### config.mk
export PLATFORM = sky130hd
export DESIGN_NAME = ram_seq_master_flat
export DESIGN_NICKNAME = d
export VERILOG_FILES = /design/src/rtl/ram_seq_master_if.sv /design/src/rtl/ram_seq_master.sv /design/src/flat_wrapper.sv
export SDC_FILE = /design/constraint.sdc
export NUM_CORES = 1
export LEC_CHECK = 0
export CAP_MARGIN = 20
export CORE_MARGIN = 2
export CORE_UTILIZATION = 58
export CTS_CLUSTER_DIAMETER = 100
export DETAILED_ROUTE_END_ITERATION = 7
export PLACE_DENSITY = 0.93
export SYNTH_ARGS = -nofsm -noshare
export SYNTH_HDL_FRONTEND = slang
export SYNTH_SLANG_ARGS = --single-unit
export TNS_END_PERCENT = 100
### constraint.sdc
create_clock -name clk -period 3.8 [get_ports clk]
set_input_delay 0.95 -clock clk [delete_from_list [all_inputs] [get_ports clk]]
set_output_delay 0.95 -clock clk [all_outputs]
set_load 0.03 [all_outputs]
### src/rtl/ram_seq_master_if.sv
// User-side bus between the memory self-test sequencer and the SRAM controller:
// active-low enable, read/write strobes, address/write data, and the done/read-data return.
interface ram_seq_master_if;
   logic        ctl_en;
   logic        ctl_we;
   logic        ctl_re;
   logic [17:0] ctl_addr;
   logic [15:0] ctl_data;
   logic        ctl_done;
   logic [15:0] ctl_rdata;

   modport master (
      output ctl_en, ctl_we, ctl_re, ctl_addr, ctl_data,
      input  ctl_done, ctl_rdata
   );

   modport slave (
      input  ctl_en, ctl_we, ctl_re, ctl_addr, ctl_data,
      output ctl_done, ctl_rdata
   );
endinterface

### src/rtl/ram_seq_master.sv
// SRAM self-test sequencer: writes a seeded pattern to WORD_COUNT words, reads back and compares.
// Define RAM_SEQ_STOP_ON_ERR_EN to end the run at the first read-back mismatch.
module ram_seq_master #(
   parameter logic [17:0] BASE_ADDR   = 18'h0,
   parameter int unsigned WORD_COUNT  = 256,
   parameter int unsigned HOLD_CYCLES = 4,
   parameter int unsigned TIMEOUT     = 1024
) (
   input  logic             clk,
   input  logic             rst,
   input  logic             start,
   input  logic [15:0]      seed,
   output logic             busy,
   output logic             pass,
   output logic             fail,
   output logic [15:0]      err_count,
   output logic [17:0]      err_addr,
   output logic [15:0]      err_data,
   ram_seq_master_if.master bus
);

   localparam logic [17:0]   LAST_IDX  = 18'(WORD_COUNT - 1);
   localparam int unsigned   HW        = $clog2(HOLD_CYCLES + 1);
   localparam logic [HW-1:0] HOLD_LAST = HW'(HOLD_CYCLES);
   localparam int unsigned   TW        = (TIMEOUT > 1) ? $clog2(TIMEOUT) : 1;
   localparam logic [TW-1:0] TO_LAST   = TW'(TIMEOUT - 1);

   typedef enum logic [3:0] {
      IDLE,
      W_SETUP,
      W_STROBE,
      W_RELEASE,
      R_SETUP,
      R_STROBE,
      R_RELEASE,
      R_CHECK,
      FINISH
   } state_t;

   state_t        state;
   logic [15:0]   seed_q;
   logic [17:0]   idx;
   logic          acked;
   logic [HW-1:0] hcnt;
   logic [TW-1:0] tcnt;

   logic wait_hi;
   logic wait_lo;
   logic pending;
   logic expired;
   logic last_word;
   logic mismatch;
   logic stop_now;

   function automatic logic [15:0] pat(input logic [17:0] a, input logic [15:0] s);
      return a[15:0] ^ s ^ {a[17:16], 14'h0};
   endfunction

   // One shared timeout counter covers every wait on a ctl_done edge.
   always_comb begin
      wait_hi   = (state == W_STROBE || state == R_STROBE) && !acked;
      wait_lo   = (state == W_RELEASE || state == R_RELEASE);
      pending   = (wait_hi && !bus.ctl_done) || (wait_lo && bus.ctl_done);
      expired   = pending && (tcnt == TO_LAST);
      last_word = (idx == LAST_IDX);
      mismatch  = (bus.ctl_rdata != pat(bus.ctl_addr, seed_q));
`ifdef RAM_SEQ_STOP_ON_ERR_EN
      stop_now  = last_word || mismatch;
`else
      stop_now  = last_word;
`endif
   end

   always_ff @(posedge clk or negedge rst) begin
      if (!rst) begin
         state        <= IDLE;
         seed_q       <= '0;
         idx          <= '0;
         acked        <= 1'b0;
         hcnt         <= '0;
         tcnt         <= '0;
         busy         <= 1'b0;
         pass         <= 1'b0;
         fail         <= 1'b0;
         err_count    <= '0;
         err_addr     <= '0;
         err_data     <= '0;
         bus.ctl_en   <= 1'b1;
         bus.ctl_we   <= 1'b0;
         bus.ctl_re   <= 1'b0;
         bus.ctl_addr <= '0;
         bus.ctl_data <= '0;
      end else begin
         tcnt <= pending ? tcnt + TW'(1) : '0;
         if (expired) begin
            bus.ctl_we <= 1'b0;
            bus.ctl_re <= 1'b0;
            bus.ctl_en <= 1'b1;
            fail       <= 1'b1;
            if (err_count == '0) begin
               err_addr <= bus.ctl_addr;
               err_data <= '0;
            end
            state <= FINISH;
         end else begin
            case (state)
               IDLE: begin
                  if (start) begin
                     seed_q       <= seed;
                     busy         <= 1'b1;
                     pass         <= 1'b0;
                     fail         <= 1'b0;
                     err_count    <= '0;
                     err_addr     <= '0;
                     err_data     <= '0;
                     idx          <= '0;
                     bus.ctl_addr <= BASE_ADDR;
                     bus.ctl_data <= pat(BASE_ADDR, seed);
                     bus.ctl_en   <= 1'b0;
                     state        <= W_SETUP;
                  end
               end
               W_SETUP: begin
                  bus.ctl_we <= 1'b1;
                  acked      <= 1'b0;
                  state      <= W_STROBE;
               end
               // Strobe stays up HOLD_CYCLES clocks after done is first seen.
               W_STROBE, R_STROBE: begin
                  if (!acked) begin
                     if (bus.ctl_done) begin
                        acked <= 1'b1;
                        hcnt  <= HW'(1);
                     end
                  end else if (hcnt == HOLD_LAST) begin
                     bus.ctl_we <= 1'b0;
                     bus.ctl_re <= 1'b0;
                     state      <= (state == W_STROBE) ? W_RELEASE : R_RELEASE;
                  end else begin
                     hcnt <= hcnt + HW'(1);
                  end
               end
               W_RELEASE: begin
                  if (!bus.ctl_done) begin
                     if (last_word) begin
                        idx          <= '0;
                        bus.ctl_addr <= BASE_ADDR;
                        state        <= R_SETUP;
                     end else begin
                        idx          <= idx + 18'd1;
                        bus.ctl_addr <= bus.ctl_addr + 18'd1;
                        bus.ctl_data <= pat(bus.ctl_addr + 18'd1, seed_q);
                        state        <= W_SETUP;
                     end
                  end
               end
               R_SETUP: begin
                  bus.ctl_re <= 1'b1;
                  acked      <= 1'b0;
                  state      <= R_STROBE;
               end
               R_RELEASE: begin
                  if (!bus.ctl_done) state <= R_CHECK;
               end
               R_CHECK: begin
                  if (mismatch) begin
                     if (err_count == '0) begin
                        err_addr <= bus.ctl_addr;
                        err_data <= bus.ctl_rdata;
                     end
                     if (err_count != '1) err_count <= err_count + 16'd1;
                  end
                  if (stop_now) begin
                     bus.ctl_en <= 1'b1;
                     state      <= FINISH;
                  end else begin
                     idx          <= idx + 18'd1;
                     bus.ctl_addr <= bus.ctl_addr + 18'd1;
                     state        <= R_SETUP;
                  end
               end
               FINISH: begin
                  pass  <= (err_count == '0) && !fail;
                  fail  <= !((err_count == '0) && !fail);
                  busy  <= 1'b0;
                  state <= IDLE;
               end
               default: state <= IDLE;
            endcase
         end
      end
   end

endmodule

### src/flat_wrapper.sv
// flat-port wrapper written by rule: the top's interface ports become plain ports
module ram_seq_master_flat 
#(
   parameter logic [17:0] BASE_ADDR   = 18'h0,
   parameter int unsigned WORD_COUNT  = 256,
   parameter int unsigned HOLD_CYCLES = 4,
   parameter int unsigned TIMEOUT     = 1024
)
  (clk, rst, start, seed, busy, pass, fail, err_count, err_addr, err_data, bus_ctl_en, bus_ctl_we, bus_ctl_re, bus_ctl_addr, bus_ctl_data, bus_ctl_done, bus_ctl_rdata);
  ram_seq_master_if bus_i ();
  input  logic clk;
  input  logic rst;
  input  logic start;
  input  logic [15:0] seed;
  output logic busy;
  output logic pass;
  output logic fail;
  output logic [15:0] err_count;
  output logic [17:0] err_addr;
  output logic [15:0] err_data;
  output wire logic [$bits(bus_i.ctl_en)-1:0] bus_ctl_en;
  output wire logic [$bits(bus_i.ctl_we)-1:0] bus_ctl_we;
  output wire logic [$bits(bus_i.ctl_re)-1:0] bus_ctl_re;
  output wire logic [$bits(bus_i.ctl_addr)-1:0] bus_ctl_addr;
  output wire logic [$bits(bus_i.ctl_data)-1:0] bus_ctl_data;
  input wire logic [$bits(bus_i.ctl_done)-1:0] bus_ctl_done;
  input wire logic [$bits(bus_i.ctl_rdata)-1:0] bus_ctl_rdata;
  assign bus_ctl_en = bus_i.ctl_en;
  assign bus_ctl_we = bus_i.ctl_we;
  assign bus_ctl_re = bus_i.ctl_re;
  assign bus_ctl_addr = bus_i.ctl_addr;
  assign bus_ctl_data = bus_i.ctl_data;
  assign bus_i.ctl_done = bus_ctl_done;
  assign bus_i.ctl_rdata = bus_ctl_rdata;
  ram_seq_master #(.BASE_ADDR(BASE_ADDR), .WORD_COUNT(WORD_COUNT), .HOLD_CYCLES(HOLD_CYCLES), .TIMEOUT(TIMEOUT)) u_core (.clk(clk), .rst(rst), .start(start), .seed(seed), .busy(busy), .pass(pass), .fail(fail), .err_count(err_count), .err_addr(err_addr), .err_data(err_data), .bus(bus_i));
endmodule
==> results.cfg <==
[pwr]
p_int_mw = 3.728
p_clk_frac = 0.305
p_per_area_mw_per_mm2 = 592.8
vdd_drop_max_v = 0.0003958
p_leak_nw = 4.326
seqPwrFrac = 0.347
p_sw_frac = 0.3605
totalPowerFinal_mw = 5.829
p_sw_mw = 2.101
combPwrFrac = 0.348

[die]
die_area_sq_mm = 0.01443
ios = 126
initial_utilization = 0.5930
core_sq_mm = 0.01319
die_x_microns = 120.1
rows = 42
die_h_microns = 120.1

[route]
totalWireLength_mm = 24.02
drcViolationCount = 0
viasPerCell = 6.598
drtIter0Drc = 1117
vias = 7423
drtAntennaViolNets = 0
dr.pass1.iters = 7
avgRoutedWirePerCell_microns = 21.35

[worst_setup_path]
startpoint_type = input pin
crit_required_ns = 4.14
r2r_cells = 5
critPathCaptureType = flip-flop
path_cells = clkdlybuf4s50_1 > or4b_4 > a21boi_4 > o211ai_4 > a31oi_4 > nand3_1 > a21oi_1
crit_fanout = 18
arrival_ns = 3.44
cp_slowest_stage_delay_ns = 0.62
crit_type = input pin to flip-flop
crit_slowest_cell = clkdlybuf4s50_1

[clocking]
htreeDepth = 4
cts_max_path_buffers = 2
clock-root-buffer = clkbuf_16
hold_buffers = 0
numClockSinks = 142
cts_buffers = 17
post_cts_buffers = 0
cts_resized = 0
clock_latency_ns = 0.44
clk_pin_slew_ns = 0.06
cts_tree = built

[finish]
regArea_sq_mm = 0.003555
fin_nets = 979
fin_cells = 1125
multi_input_area_sq_mm = 0.003974
syn2layout_area_growth_pct = 25.72
insertedDiodeCount = 0
nFillCells = 837
drive_gt1_frac = 0.08219

[yosys]
yosysUniqueCellTypes = 64
synth.avg_cell_area_sq_um = 9.401
synth_top_area_share = 0.4511
syn_inst = 832
synth-seq-area-share = 0.4545
yosysMostFrequentCell = dfrtp_1
synthTopCellsByCount = 141 x dfrtp_1, 108 x nand2_1, 86 x o21ai_0, 61 x a21oi_1, 47 x nand3_1
async_flop_share = 1.000
netlist_area_sq_mm = 0.007821
synth-edff-count = 0
ys_ff_latch = 142
syn-num-nets = 875
synth.area.top_cells = dfrtp_1 45%, o21ai_0 5.5%, nand2_1 5.2%
yosys_warnings = 0
yosysTopAreaCell = dfrtp_1
synth_ff_type = dfrtp_1

[timing]
setup_tns_ns = 0
worst_slack_ns = 0.7023
worst_pin_slew_ns = 1.050
rsz0062_at_grt = no
hold_violations = 0
finalSetupViolCount = 0
min_period_ns = 3.098
fmax_mhz = 322.8
skew_ns = 0.008955
post-route-period-util = 0.8152
slew-limit-headroom = 0.2990
drv_slew = 0

[grt]
grt_max_degree = 60
grt_pass1_vias = 7173
track_usage = 0.3439
grt_overflow = 0
antenna_found_initial = 0
grt_pass1_wl_mm = 38.26

[outcome]
status = complete, no violations

[place]
place_congestion = 0.9307
io_buffer_count = 125
pre_cts_slack_ns = 0.3618
dp.cells = 1093
dpl.hpwl_mm = 15.88

[run]
drv_cap = 0

[min_path]
hp-class = input pin to async pin
## sequential cells by signal, summed over array words and instances (netlist names), 3 cells and up
register / flops
u_core.hcnt: 3
u_core.tcnt: 10
u_core.bus.ctl_addr: 18
u_core.state: 4
u_core.err_data: 16
u_core.bus.ctl_data: 16
u_core.seed_q: 16
u_core.idx: 18
u_core.err_addr: 18
u_core.err_count: 16
## power by group through the flow
stage	logic, mW	registers, mW	clock network, mW
final	2.03	2.02	1.78
after global routing	2.19	2.04	1.84
after CTS	2.00	2.00	1.77
after detailed placement	1.97	2.02	0
after global placement	1.89	2.01	0
after floorplan	1.19	2.14	0
## path summary, 6_finish.rpt
path,from,endpoint,slack [ns]
max,bus_ctl_done,u_core.err_addr[16],0.70
min,rst,u_core.acked,0.45
max reg2reg,u_core.state[1],u_core.err_addr[16],0.92
min reg2reg,u_core.bus.ctl_data[9],u_core.bus.ctl_data[9],0.48
max in group asynchronous,rst,u_core.bus.ctl_en,2.49
min in group clk,u_core.bus.ctl_data[9],u_core.bus.ctl_data[9],0.48
## critical path: cells and delay by family
family | cells | cell delay, ns
buf+inv | 1 | 0.62
compound gates | 4 | 1.14
simple gates | 2 | 0.72
## metal layers
metal  routed length [microns]  GRT usage  share of wire  up-vias
li1                          -          -              -     3212
met1                      8847     0.4495           0.37     3580
met2                     11290     0.5249           0.47      518
met3                      2473    0.08032           0.10      113
met4                      1407     0.2007          0.059        0
met5                         0          0              0        -
## cell type report
cell class,count,share of cell area
Clock buffer,27,0.05319
Sequential cell,142,0.3615
Inverter,13,0.004962
Tap cell,176,0.02239
Multi-Input combinational cell,619,0.4041
Clock inverter,5,0.01018
Timing Repair Buffer,143,0.1437
## metrics by stage
stage / area, sq um / util / hold slack, ns
floorplan: 7821 / - / 0.4473
global placement: 9210 / 0.6983 / 0.4611
detailed placement: 9210 / 0.6983 / 0.4712
CTS: 9833 / 0.7455 / 0.4719
global route: 9833 / 0.7455 / 0.4869
finish: 9833 / 0.7455 / 0.4530
## layout by cell type (no fill, tap or decap), types with 7 or more instances in the layout
cell type,count
o21ai_0,86
nand2_1,108
nor4_1,9
nand3_1,47
buf_4,16
ha_1,7
dfrtp_1,141
and2_1,10
nand4_1,27
clkdlybuf4s50_1,124
mux2i_1,9
o31ai_1,20
xnor2_1,34
clkbuf_16,17
xnor3_1,13
a21bo_2,13
and3_1,24
inv_1,12
xor2_1,12
or3_1,14
or4_1,7
nor2_1,29
nand2b_1,14
a21oi_1,61
## logic make-up after synthesis
logic type,count (synthesis),share of synthesized area
muxes,10,0.01296
xor gates and xnor gates,59,0.08895
buffers and inverters,71,0.03903
adders and majority gates,7,0.01120
AOI/OAI and AO/OA,229,0.1881
and+or+nand+nor,314,0.2052
DFF,142,0.4545
Note: power is estimated with default switching activity, not from simulation.
